### config.mk
export PLATFORM = sky130hd
export DESIGN_NAME = sopc_run_ctrl
export DESIGN_NICKNAME = d
export VERILOG_FILES = /design/src/rtl/sopc_run_ctrl.sv
export SDC_FILE = /design/constraint.sdc
export NUM_CORES = 1
export LEC_CHECK = 0
export CAP_MARGIN = 40
export CORE_MARGIN = 10
export CORE_UTILIZATION = 45
export CTS_BUF_LIST = sky130_fd_sc_hd__clkbuf_4
export CTS_CLUSTER_SIZE = 12
export DETAILED_ROUTE_END_ITERATION = 16
export GPL_TIMING_DRIVEN = 1
export PLACE_DENSITY_LB_ADDON = 0.12
export SLEW_MARGIN = 20
export SYNTH_ARGS = -nofsm -noshare
export SYNTH_HDL_FRONTEND = slang
export SYNTH_SLANG_ARGS = --single-unit
### constraint.sdc
create_clock -name clk -period 4.1 [get_ports clk]
set_clock_uncertainty 0.15 [all_clocks]
set_input_delay 0.41 -clock clk [delete_from_list [all_inputs] [get_ports clk]]
set_output_delay 0.41 -clock clk [all_outputs]
set_load 0.1 [all_outputs]
### src/rtl/sopc_run_ctrl.sv
// Run controller for the SOPC core: holds the core in reset, bounds the run
// length, and reports completion. Every output comes straight from a register.
module sopc_run_ctrl #(
    parameter int unsigned RST_CYCLES = 10,
    parameter int unsigned MAX_CYCLES = 100,
    parameter int unsigned CNT_WIDTH  = 32,
    parameter bit          AUTO_START = 1'b1
) (
    input  logic                 clk,
    input  logic                 rst,
    input  logic                 start,
    input  logic                 halt_req,
    input  logic                 pause,
    output logic                 core_rst,
    output logic                 running,
    output logic                 done,
    output logic                 timeout,
    output logic [CNT_WIDTH-1:0] cycle_cnt,
    output logic [1:0]           state
);

    typedef enum logic [1:0] {
        S_IDLE  = 2'd0,
        S_RESET = 2'd1,
        S_RUN   = 2'd2,
        S_DONE  = 2'd3
    } state_t;

    localparam longint unsigned LP_LIM =
        (CNT_WIDTH >= 64) ? 64'hFFFF_FFFF_FFFF_FFFF : ((64'd1 << CNT_WIDTH) - 64'd1);
    localparam logic [CNT_WIDTH-1:0] LP_RST = CNT_WIDTH'(RST_CYCLES);
    localparam logic [CNT_WIDTH-1:0] LP_MAX = CNT_WIDTH'(MAX_CYCLES);

    if (RST_CYCLES < 1 || 64'(RST_CYCLES) > LP_LIM) begin : g_bad_rst_cycles
        $error("sopc_run_ctrl: RST_CYCLES out of range for CNT_WIDTH");
    end
    if (64'(MAX_CYCLES) > LP_LIM) begin : g_bad_max_cycles
        $error("sopc_run_ctrl: MAX_CYCLES does not fit in CNT_WIDTH");
    end

    state_t               r_state;
    logic [CNT_WIDTH-1:0] r_hold;
    logic [CNT_WIDTH-1:0] r_cnt;
    logic                 r_core_rst;
    logic                 r_running;
    logic                 r_done;
    logic                 r_timeout;

    logic [CNT_WIDTH-1:0] w_cnt_inc;
    logic                 w_limit;

    // Saturating increment: an unlimited run parks at all-ones instead of wrapping.
    assign w_cnt_inc = (r_cnt == '1) ? r_cnt : r_cnt + 1'b1;
    assign w_limit   = (MAX_CYCLES != 0) && (w_cnt_inc == LP_MAX);

    always_ff @(posedge clk) begin
        if (rst) begin
            r_state    <= S_IDLE;
            r_hold     <= '0;
            r_cnt      <= '0;
            r_core_rst <= 1'b1;
            r_running  <= 1'b0;
            r_done     <= 1'b0;
            r_timeout  <= 1'b0;
        end else begin
            case (r_state)
                S_IDLE: begin
                    r_core_rst <= 1'b1;
                    r_running  <= 1'b0;
                    r_done     <= 1'b0;
                    if (AUTO_START || start) begin
                        r_state   <= S_RESET;
                        r_hold    <= '0;
                        r_cnt     <= '0;
                        r_timeout <= 1'b0;
                    end
                end
                S_RESET: begin
                    // Hold counter reaches RST_CYCLES before the release edge.
                    if (r_hold == LP_RST) begin
                        r_state    <= S_RUN;
                        r_core_rst <= 1'b0;
                        r_running  <= ~pause;
                    end else begin
                        r_hold <= r_hold + 1'b1;
                    end
                end
                S_RUN: begin
                    if (!pause) begin
                        r_cnt <= w_cnt_inc;
                    end
                    // Halt outranks the limit, so a coincident halt reports no timeout.
                    if (halt_req || (!pause && w_limit)) begin
                        r_state    <= S_DONE;
                        r_core_rst <= 1'b1;
                        r_running  <= 1'b0;
                        r_done     <= 1'b1;
                        r_timeout  <= ~halt_req;
                    end else begin
                        r_running <= ~pause;
                    end
                end
                S_DONE: begin
                    if (start) begin
                        r_state   <= S_RESET;
                        r_hold    <= '0;
                        r_cnt     <= '0;
                        r_done    <= 1'b0;
                        r_timeout <= 1'b0;
                    end
                end
                default: r_state <= S_IDLE;
            endcase
        end
    end

    assign core_rst  = r_core_rst;
    assign running   = r_running;
    assign done      = r_done;
    assign timeout   = r_timeout;
    assign cycle_cnt = r_cnt;
    assign state     = r_state;

endmodule
# Word-level counts from Yosys, hierarchy flattened
# Index checks and enable logic that the tools add are counted.
word_totals:
  wordCells: 55
  regBits: 70
  out_inout_bits: 38
op_classes:
  n_mux: 20
  bitwise_logic: 2
  reduce_logical: 13
  eq_ne: 11
  add_sub_neg: 2
ops:
  columns: ["cell", "count"]
  rows:
  - ["32-bit one-hot mux with 3 select lines", 2]
  - ["32-bit two-way mux", 4]
  - ["32-bit by 1-bit adder with 32-bit output (second input constant)", 2]
  - ["32-bit == test (second input constant)", 1]
  - ["32-bit by 4-bit == test with 1-bit output (second input constant)", 1]
  - ["32-bit by 7-bit == test with 1-bit output (second input constant)", 1]
  - ["3-bit AND reduction", 5]
  - ["1-bit one-hot mux with 3 select lines", 4]
  - ["2-bit != test (second input constant)", 5]
  - ["3-bit nonzero test", 3]
  - ["2-bit one-hot mux with 4 select lines", 1]
  - ["1-bit two-way mux", 6]
  - ["2-bit two-way mux", 3]
  - ["2-bit == test (second input constant)", 2]
  - ["2-bit by 1-bit == test with 1-bit output (second input constant)", 1]
  - ["2-bit logical NOT", 1]
  - ["1-bit inverter", 2]
  - ["2-bit AND reduction", 1]
  - ["1-bit logical AND", 1]
  - ["1-bit logical NOT", 1]
  - ["1-bit logical OR", 1]

# Depth between registers and ports, before layout
# Gate-level depths: netlist (run 1).
depth:
  depth_word: 7
  ltp_mapped: 12
  mapped_depth_nobuf: 11

# Worst setup path before layout (run 1)
# Ideal clock, no wire load.
synth_timing:
  kind: "register to register"
  from: "reg r_cnt[0], in the netlist cycle_cnt[0]"
  to: "reg r_state[0], in the netlist state[0]"
  required_time_ps: 3828
  slack_ps: 87
  path_buffers: 0
  path_stages_with_launch: 10
  arrival_ps: 3742
  path_cell_list: "dfxtp_1 > ha_1 > nand4_2 > or4_1 > nor4_1 > xnor2_1 > nand4_1 > nor4_1 > a21oi_2 > o311a_1"
synth_via:
  elab_chain_len: 7
  word_cells_on_any_way: 8
synth_lines:
  columns: ["element", "line", "source"]
  rows:
  - ["from (decl)", "43", "logic [CNT_WIDTH-1:0] r_cnt;"]
  - ["from (signal assigned)", "90", "r_cnt <= w_cnt_inc;"]
  - ["32-bit by 1-bit adder with 32-bit output or 32-bit == test (tied branches)", "53", "assign w_cnt_inc = (r_cnt == '1) ? r_cnt : r_cnt + 1'b1;"]
  - ["32-bit two-way mux (*)", "53", null]
  - ["32-bit by 7-bit == test with 1-bit output (*)", "54", "assign w_limit = (MAX_CYCLES != 0) && (w_cnt_inc == LP_MAX);"]
  - ["1-bit logical AND (*)", "93", "if (halt_req || (!pause && w_limit)) begin"]
  - ["1-bit logical OR (*)", "93", null]
  - ["2-bit != test (no source line) (*)", null, null]
  - ["3-bit AND reduction (no source line) (*)", null, null]
  - ["to (signal assigned)", "94", "r_state <= S_DONE;"]
  - ["to (signal assigned)", "105", "r_state <= S_RESET;"]
  - ["to (signal assigned)", "112", "default: r_state <= S_IDLE;"]
  - ["to (decl)", "41", "state_t r_state;"]
# Mark *: on every way between the ends. The rest lies on a longest branch, timed or not.
# A chain may end at the register's enable or synchronous reset.

# Worst setup path after layout (run 1)
# Ends and elaborated chain as after synthesis.

==> summary.txt, run 1 <==
Run status
  • Status: finished clean

Drt
  • Detailed Routing Iterations Pass 1: 5
  • DR vias: 4351
  • Final wirelength: 12.69 mm
  • DRC viols: 0
  • Routed vias/inst: 5.872
  • Iteration-0 DRC Markers: 309
  • Routed Antenna Nets: 0
  • WL/cell: 17.12 um

Power
  • Pwr Density: 369.1 nW/um^2
  • Peak supply drop: 236.0 uV
  • Lkg Pwr: 2.020 nW
  • Overall Power: 2.077 mW

Final layout
  • Area Overhead vs Synth: 32.45%
  • Final nets: 639
  • Commonest non-fill, non-tap cells in the layout: 73 x nor2_1, 70 x dfxtp_1, 62 x nand2_1, 42 x clkdlybuf4s50_1, 34 x a21oi_1
  • Fill cells: 832
  • Ant diodes: 0
  • Commonest non-fill, non-tap cell in the layout: nor2_1
  • Layout cells sized above 1: 13.17%
  • Sequential cell area: 1401 um^2
  • Area of the multi-input gates: 2656 um^2

CTS
  • Sink Count: 70
  • TritonCTS clock tree: yes
  • Root Driver: clkbuf_4
  • CTS H-tree depth: 3
  • Total CTS buffers: 9
  • CTS clk-pin slew, worst paths: 0.12 ns
  • CTS Buffer Depth: 2
  • Post-CTS sizing: 0
  • CTS Hold Buffers Added: 0
  • Clk Latency, worst-skew pair: 0.43 ns
  • Post-CTS setup buffer count: 0

Timing
  • Final Critical Period: 3.650 ns
  • Fin worst setup slack: 0.4501 ns
  • Fin. max-slew vios: 0
  • Unrepaired setup endpoints after global routing: no
  • Fin crit share: 89.02%
  • Slew HR: 38.66%
  • Final setup viols: 0
  • Setup TNS: 0 ns
  • Count of final hold-check violations: 0
  • Worst slew pin tran: 0.8970 ns
  • Fmax: 274.0 MHz

Yosys
  • Post-synth ARST share: 0%
  • EDFF count, synth: 0
  • Mean cell area of the mapped netlist: 7.684 um^2
  • Syn Inst Count: 553
  • Syn. warnings: 0
  • Syn nets: 566
  • Yosys cell types: 63
  • Seq cells post-synth: 70
  • Ys flop type: dfxtp_1
  • Synth Cell Area: 4249 um^2
  • Sequential share of the synthesized area: 32.98%

Place
  • Port-buffer cells: 42
  • Pre-CTS WS: 0.5073 ns
  • DP HPWL: 9.419 mm
  • Routability congestion estimate: 0.8968

Global route
  • Initial antenna violation count: 0
  • First-pass GRT wire length: 21.11 mm
  • Total track usage: 19.27%
  • Grt ovf: 0
  • Largest net degree at the start of global routing: 31
  • Vias in the first global route: 4351

Hold path
  • Hold Crit Depth: 2
  • HP Start: timeout
  • Min-Delay Path Class: reg2reg
  • Worst hold endpoint: timeout

Die
  • Die Y: 117.2 um
  • Row count: 35
  • Initial Util: 46.20%
  • Core ar.: 9196 um^2
  • Die area: 13730 um^2
  • Die Span X: 117.2 um
  • Num ports: 43

Setup path
  • Crit Path Class: reg2reg
  • Cells along the critical path: ha_1 > nand4_2 > or4_1 > nor4_1 > xnor2_1 > o21ai_0 > nor4_1 > buf_4 > a21oi_2 > o311a_1
  • Worst r2r dst: state[0]
  • CP top delay family: simple AND/OR/NAND/NOR gates
  • Startpoint Class: register
  • Most numerous cell on the critical path: nor4_1
  • Reg-to-reg setup timing slack: 0.45 ns
  • Critical Path Max Stage Delay: 0.70 ns
  • Stages on the worst setup path: 10
  • Slowest-stage cell, CP: or4_1
  • Buf+Inv Stages, Crit Path: 1
  • WP data required: 4.28 ns
  • FF-to-FF Start: cycle_cnt[0]
  • CP max FO: 8
  • Reg2Reg Depth: 10
  • CP arrival: 3.83 ns
  • Crit end category: register

Job
  • Max_cap viols: 0
==> per-stage QoR <==
stage,area (um^2),hold WS (ns),cells,utilization [%]
global placement,4745,0.3305,685,51.59
finish,5628,0.3515,741,61.20
CTS,5623,0.3514,740,61.14
global route,5628,0.3886,741,61.20
floorplan,4249,0.3164,553,-
detailed placement,5445,0.3316,725,59.21
==> cell usage after synthesis (5+ instances only) <==
library cell	count	share of area (%)
a21oi_1	34	4.0
a22oi_1	5	0.88
a311oi_1	10	2.1
a31oi_1	5	0.74
and3_1	18	2.7
and4_1	7	1.4
buf_2	10	1.2
clkbuf_1	18	1.6
dfxtp_1	70	33
ha_1	8	2.4
inv_1	12	1.1
mux2i_1	5	1.2
nand2_1	62	5.5
nand3_1	20	2.4
nand4_1	22	3.2
nor2_1	73	6.4
nor3_1	18	2.1
nor4_1	11	1.6
o21ai_0	32	3.8
o21ai_1	5	0.59
or3_1	8	1.2
xnor2_1	15	3.1
xor2_1	24	4.9
==> where the power goes <==
group,switching [mW],leakage (nW),internal (mW)
registers,0.0273,0.565,0.705
clock network,0.268,0.0901,0.305
logic,0.532,1.37,0.240
total,0.827,2.02,1.25
==> worst reg2reg max path: stages, from the launching register on <==
cell and delay [ns]:
dfxtp_1 0.51, ha_1 0.33, nand4_2 0.19, or4_1 0.70, nor4_1 0.47, xnor2_1 0.19
o21ai_0 0.11, nor4_1 0.29, buf_4 0.19, a21oi_2 0.09, o311a_1 0.35
==> how the worst max path moves through the flow <==
stage                       startpoint  endpoint
after detailed placement  cycle_cnt[0]  state[0]
after floorplan           cycle_cnt[0]  state[0]
final                     cycle_cnt[0]  state[0]
after global routing      cycle_cnt[0]  state[0]
after CTS                 cycle_cnt[0]  state[0]
after global placement    cycle_cnt[0]  state[1]
==> registers in the layout (all words and copies together), names as in the netlist <==
name,count
done,1
timeout,1
running,1
core_rst,1
r_hold,32
state,2
cycle_cnt,32
==> kinds of logic after synthesis <==
group | Yosys count | share of synthesized area (%)
fa+ha+maj | 8 | 2.356
xor+xnor | 39 | 8.039
flops | 70 | 32.98
mux | 5 | 1.178
compound gates | 115 | 17.14
buf+inv | 44 | 4.505
simple gates | 272 | 33.80
==> metal layers <==
| metal | vias to the layer above | wire (um) | GRT usage [%] |
|---|---|---|---|
| li1 | 2143 | - | - |
| met5 | - | 0 | 0 |
| met1 | 2040 | 5042 | 20.99 |
| met3 | 26 | 772 | 4.281 |
| met4 | 0 | 263 | 7.002 |
| met2 | 142 | 6606 | 35.61 |
==> cell type report <==
class | count | share of cell area [%]
Clock inverter | 6 | 1.956
Clock buffer | 9 | 1.201
Timing Repair Buffer | 94 | 21.48
Multi-Input combinational cell | 439 | 47.20
Tap cell | 111 | 2.468
Sequential cell | 70 | 24.90
Inverter | 12 | 0.8004
Note: power is estimated with default switching activity, not from simulation.
==> inputs of run 2 (changes only) <==
Settings changed: SETUP_SLACK_MARGIN set to 0.4, SLEW_MARGIN 20 to not set.
==> run 2 against run 1 <==
  * Final area decreased by 1.7%
  * Combinational power decreased by 3.0%
  * Setup slack improved by 0.10 ns
  * Non-clock buffer count decreased by 2
  * Clock power decreased by 18%
  * Global-route usage decreased by 1.1 points
  * Maximum frequency increased by 2.9%
  * Sequential share of layout area increased by 0.69 points
  * Critical endpoint is now state[1]
  * Largest power group unchanged
  * Highest routed layer unchanged
==> summary.txt, run 2 (synthesis gave the netlist of run 1 again) <==
Setup path
  • Critical Path Max Stage Delay: 0.45 ns (-0.25 ns)
  • Cells along the critical path: ha_1 > nand4_2 > nor4_4 > buf_4 > a21o_1 > mux2i_1 > o2111ai_1 > nor4b_4 > a21oi_2 > o311a_1
  • CP max FO: 8 (unchanged)
  • Startpoint Class: register
  • Crit path from: cycle_cnt[0]
  • Crit Path Class: reg2reg
  • WP data required: 4.27 ns (about the same)
  • FF-to-FF Start: cycle_cnt[0]
  • Reg2Reg Depth: 10 (unchanged)
  • Worst r2r dst: state[1]
  • Reg-to-reg setup timing slack: 0.55 ns (+0.10 ns)
  • Slowest-stage cell, CP: nor4b_4
  • Crit end category: register
  • CP arrival: 3.72 ns (-0.11 ns)

Run status
  • Status: finished clean

Global route
  • Largest net degree at the start of global routing: 31 (unchanged)
  • First-pass GRT wire length: 19.96 mm (-5.4%)
  • Initial antenna violation count: 0 (unchanged)
  • Total track usage: 18.19% (-1.1 points)
  • Vias in the first global route: 4091 (-6.0%)
  • Grt ovf: 0 (unchanged)

Place
  • DP HPWL: 8.870 mm (-5.8%)
  • Placed Cells: 720 (-0.69%)
  • Port-buffer cells: 42 (unchanged)
  • Routability congestion estimate: 0.9484 (+5.8%)

Timing
  • Fmax: 282.0 MHz (+2.9%)
  • Slew HR: 43.99% (+5.3 points)
  • Worst slew pin tran: 0.8271 ns (-0.06989 ns)
  • Unrepaired setup endpoints after global routing: no
  • Final setup viols: 0 (unchanged)
  • Fin crit share: 86.50% (-2.5 points)
  • Count of final hold-check violations: 0 (unchanged)
  • Fin. max-slew vios: 0 (unchanged)
  • Setup TNS: 0 ns (unchanged)
  • Final Critical Period: 3.546 ns (-0.1035 ns)

CTS
  • Root Driver: clkbuf_4
  • Total CTS buffers: 9 (unchanged)
  • CTS Hold Buffers Added: 0 (unchanged)
  • CTS Buffer Depth: 2 (unchanged)
  • CTS H-tree depth: 3 (unchanged)
  • Sink Count: 70 (unchanged)
  • CTS clk-pin slew, worst paths: 0.13 ns (about the same)
  • TritonCTS clock tree: yes
  • Clk Latency, worst-skew pair: 0.43 ns (about the same)

Final layout
  • Area Overhead vs Synth: 30.24%
  • Fill cells: 814 (-2.2%)
  • Commonest non-fill, non-tap cells in the layout: 73 x nor2_1, 62 x nand2_1, 58 x dfxtp_1, 42 x clkdlybuf4s50_1, 37 x buf_8
  • Layout cells sized above 1: 15.26% (+2.1 points)
  • Commonest non-fill, non-tap cell in the layout: nor2_1
  • Post-Layout Cell Count: 740 (-0.13%)
  • Ant diodes: 0 (unchanged)
  • Final nets: 637 (-0.31%)

Drt
  • Final wirelength: 12.22 mm (-3.6%)
  • WL/cell: 16.52 um (-3.5%)
  • Routed Antenna Nets: 0 (unchanged)
  • DR vias: 4318 (-0.76%)
  • Detailed Routing Iterations Pass 1: 5 (unchanged)
  • Routed vias/inst: 5.835 (-0.62%)
  • Iteration-0 DRC Markers: 252 (-18%)
  • DRC viols: 0 (unchanged)

Power
  • Overall Power: 1.948 mW (-6.2%)
  • Lkg Pwr: 1.992 nW (-1.4%)
  • Sequential power share: 37.6% (+2.4 points)
  • Gate power share: 38.4% (+1.2 points)
  • Peak supply drop: 225.5 uV (-4.5%)
  • Clk pwr share: 23.9% (-3.7 points)
  • Sw frac: 42.26% (+2.5 points)
  • Pwr Density: 352.1 nW/um^2 (-4.6%)
  • P_int: 1.125 mW (-10%)
  • Reported net switching power: 0.8235 mW (-0.44%)

Job
  • Max_cap viols: 0 (unchanged)

Hold path
  • Min-Delay Path Class: reg2reg
  • Worst hold endpoint: timeout
  • HP Start: timeout
  • Hold Crit Depth: 2 (unchanged)

Die
  • Die Span X: 117.2 um (unchanged)
  • Die Y: 117.2 um (unchanged)
  • Row count: 35 (unchanged)
  • Num ports: 43 (unchanged)
  • Initial Util: 46.20% (unchanged)
  • Die area: 13730 um^2 (unchanged)
  • Core ar.: 9196 um^2 (unchanged)
## run 2: cell count changes in the layout (fill, tap and decap cells not counted), sizes merged
cell      previous run  this run
buf                 52        50
clkinv               1         5
clkbuf               9        10
inv                 13        12
clkinvlp             1         0
bufinv               3         1
## run 2: worst max path at each step
stage                     endpoint  slack [ns]  cells past startpoint
after floorplan           state[0]        0.42                      8
final                     state[1]        0.55                     10
after detailed placement  state[1]        0.49                      9
after global routing      state[1]        0.39                      9
after global placement    state[0]        0.47                      8
after CTS                 state[1]        0.45                      9
## run 2: power groups by stage
stage,registers (mW),logic [mW],clock network (mW)
after floorplan,0.887,0.362,0
after global placement,0.746,0.666,0
after detailed placement,0.747,0.747,0
final,0.733,0.749,0.467
after CTS,0.733,0.750,0.479
after global routing,0.736,0.819,0.508
## run 2: worst max-delay path: cells and delay by family (launching register included)
family,cells,cell delay (ns)
DFF,1,0.43
buffers and inverters,1,0.20
AOI/OAI and AO/OA,4,0.95
and+or+nand+nor,3,1.10
muxes,1,0.32
adders and majority gates,1,0.29
## run 2: layout make-up
class	instances	area (um^2)	share of cell area, %
clock buffer	10	75.07	1.357
clock inverter	6	62.56	1.130
inverter	12	45.04	0.8139
multi-input combinational	439	2686	48.54
sequential	70	1416	25.59
tap	111	138.9	2.510
timing repair buffer	92	1110	20.05
## run 2: per-layer routing
metal / share of wire [%] / up-vias / wire (um) / global-route usage (%)
met4: 2.1 / 0 / 258 / 7.825
met5: 0 / - / 0 / 0
li1: - / 2145 / - / -
met3: 4.6 / 20 / 568 / 2.803
met2: 51 / 125 / 6228 / 32.53
met1: 42 / 2028 / 5168 / 20.96
## run 2: what timing repair did
action / 4_1_cts / 5_1_grt
gates resized for setup: 0 / 4
buffers inserted: 0 / 4
endpoints found under the setup margin: 0 / 6
## run 2: metrics by stage
stage | cell area [um^2] | setup WS (ns) | util [%] | hold slack (ns)
after global routing | 5534 | 0.3902 | 60.18 | 0.3561
after CTS | 5474 | 0.4543 | 59.52 | 0.3347
after floorplan | 4264 | 0.4241 | - | 0.3164
after global placement | 4722 | 0.4701 | 51.35 | 0.3250
after detailed placement | 5336 | 0.4866 | 58.03 | 0.3144
final | 5534 | 0.5537 | 60.18 | 0.3332
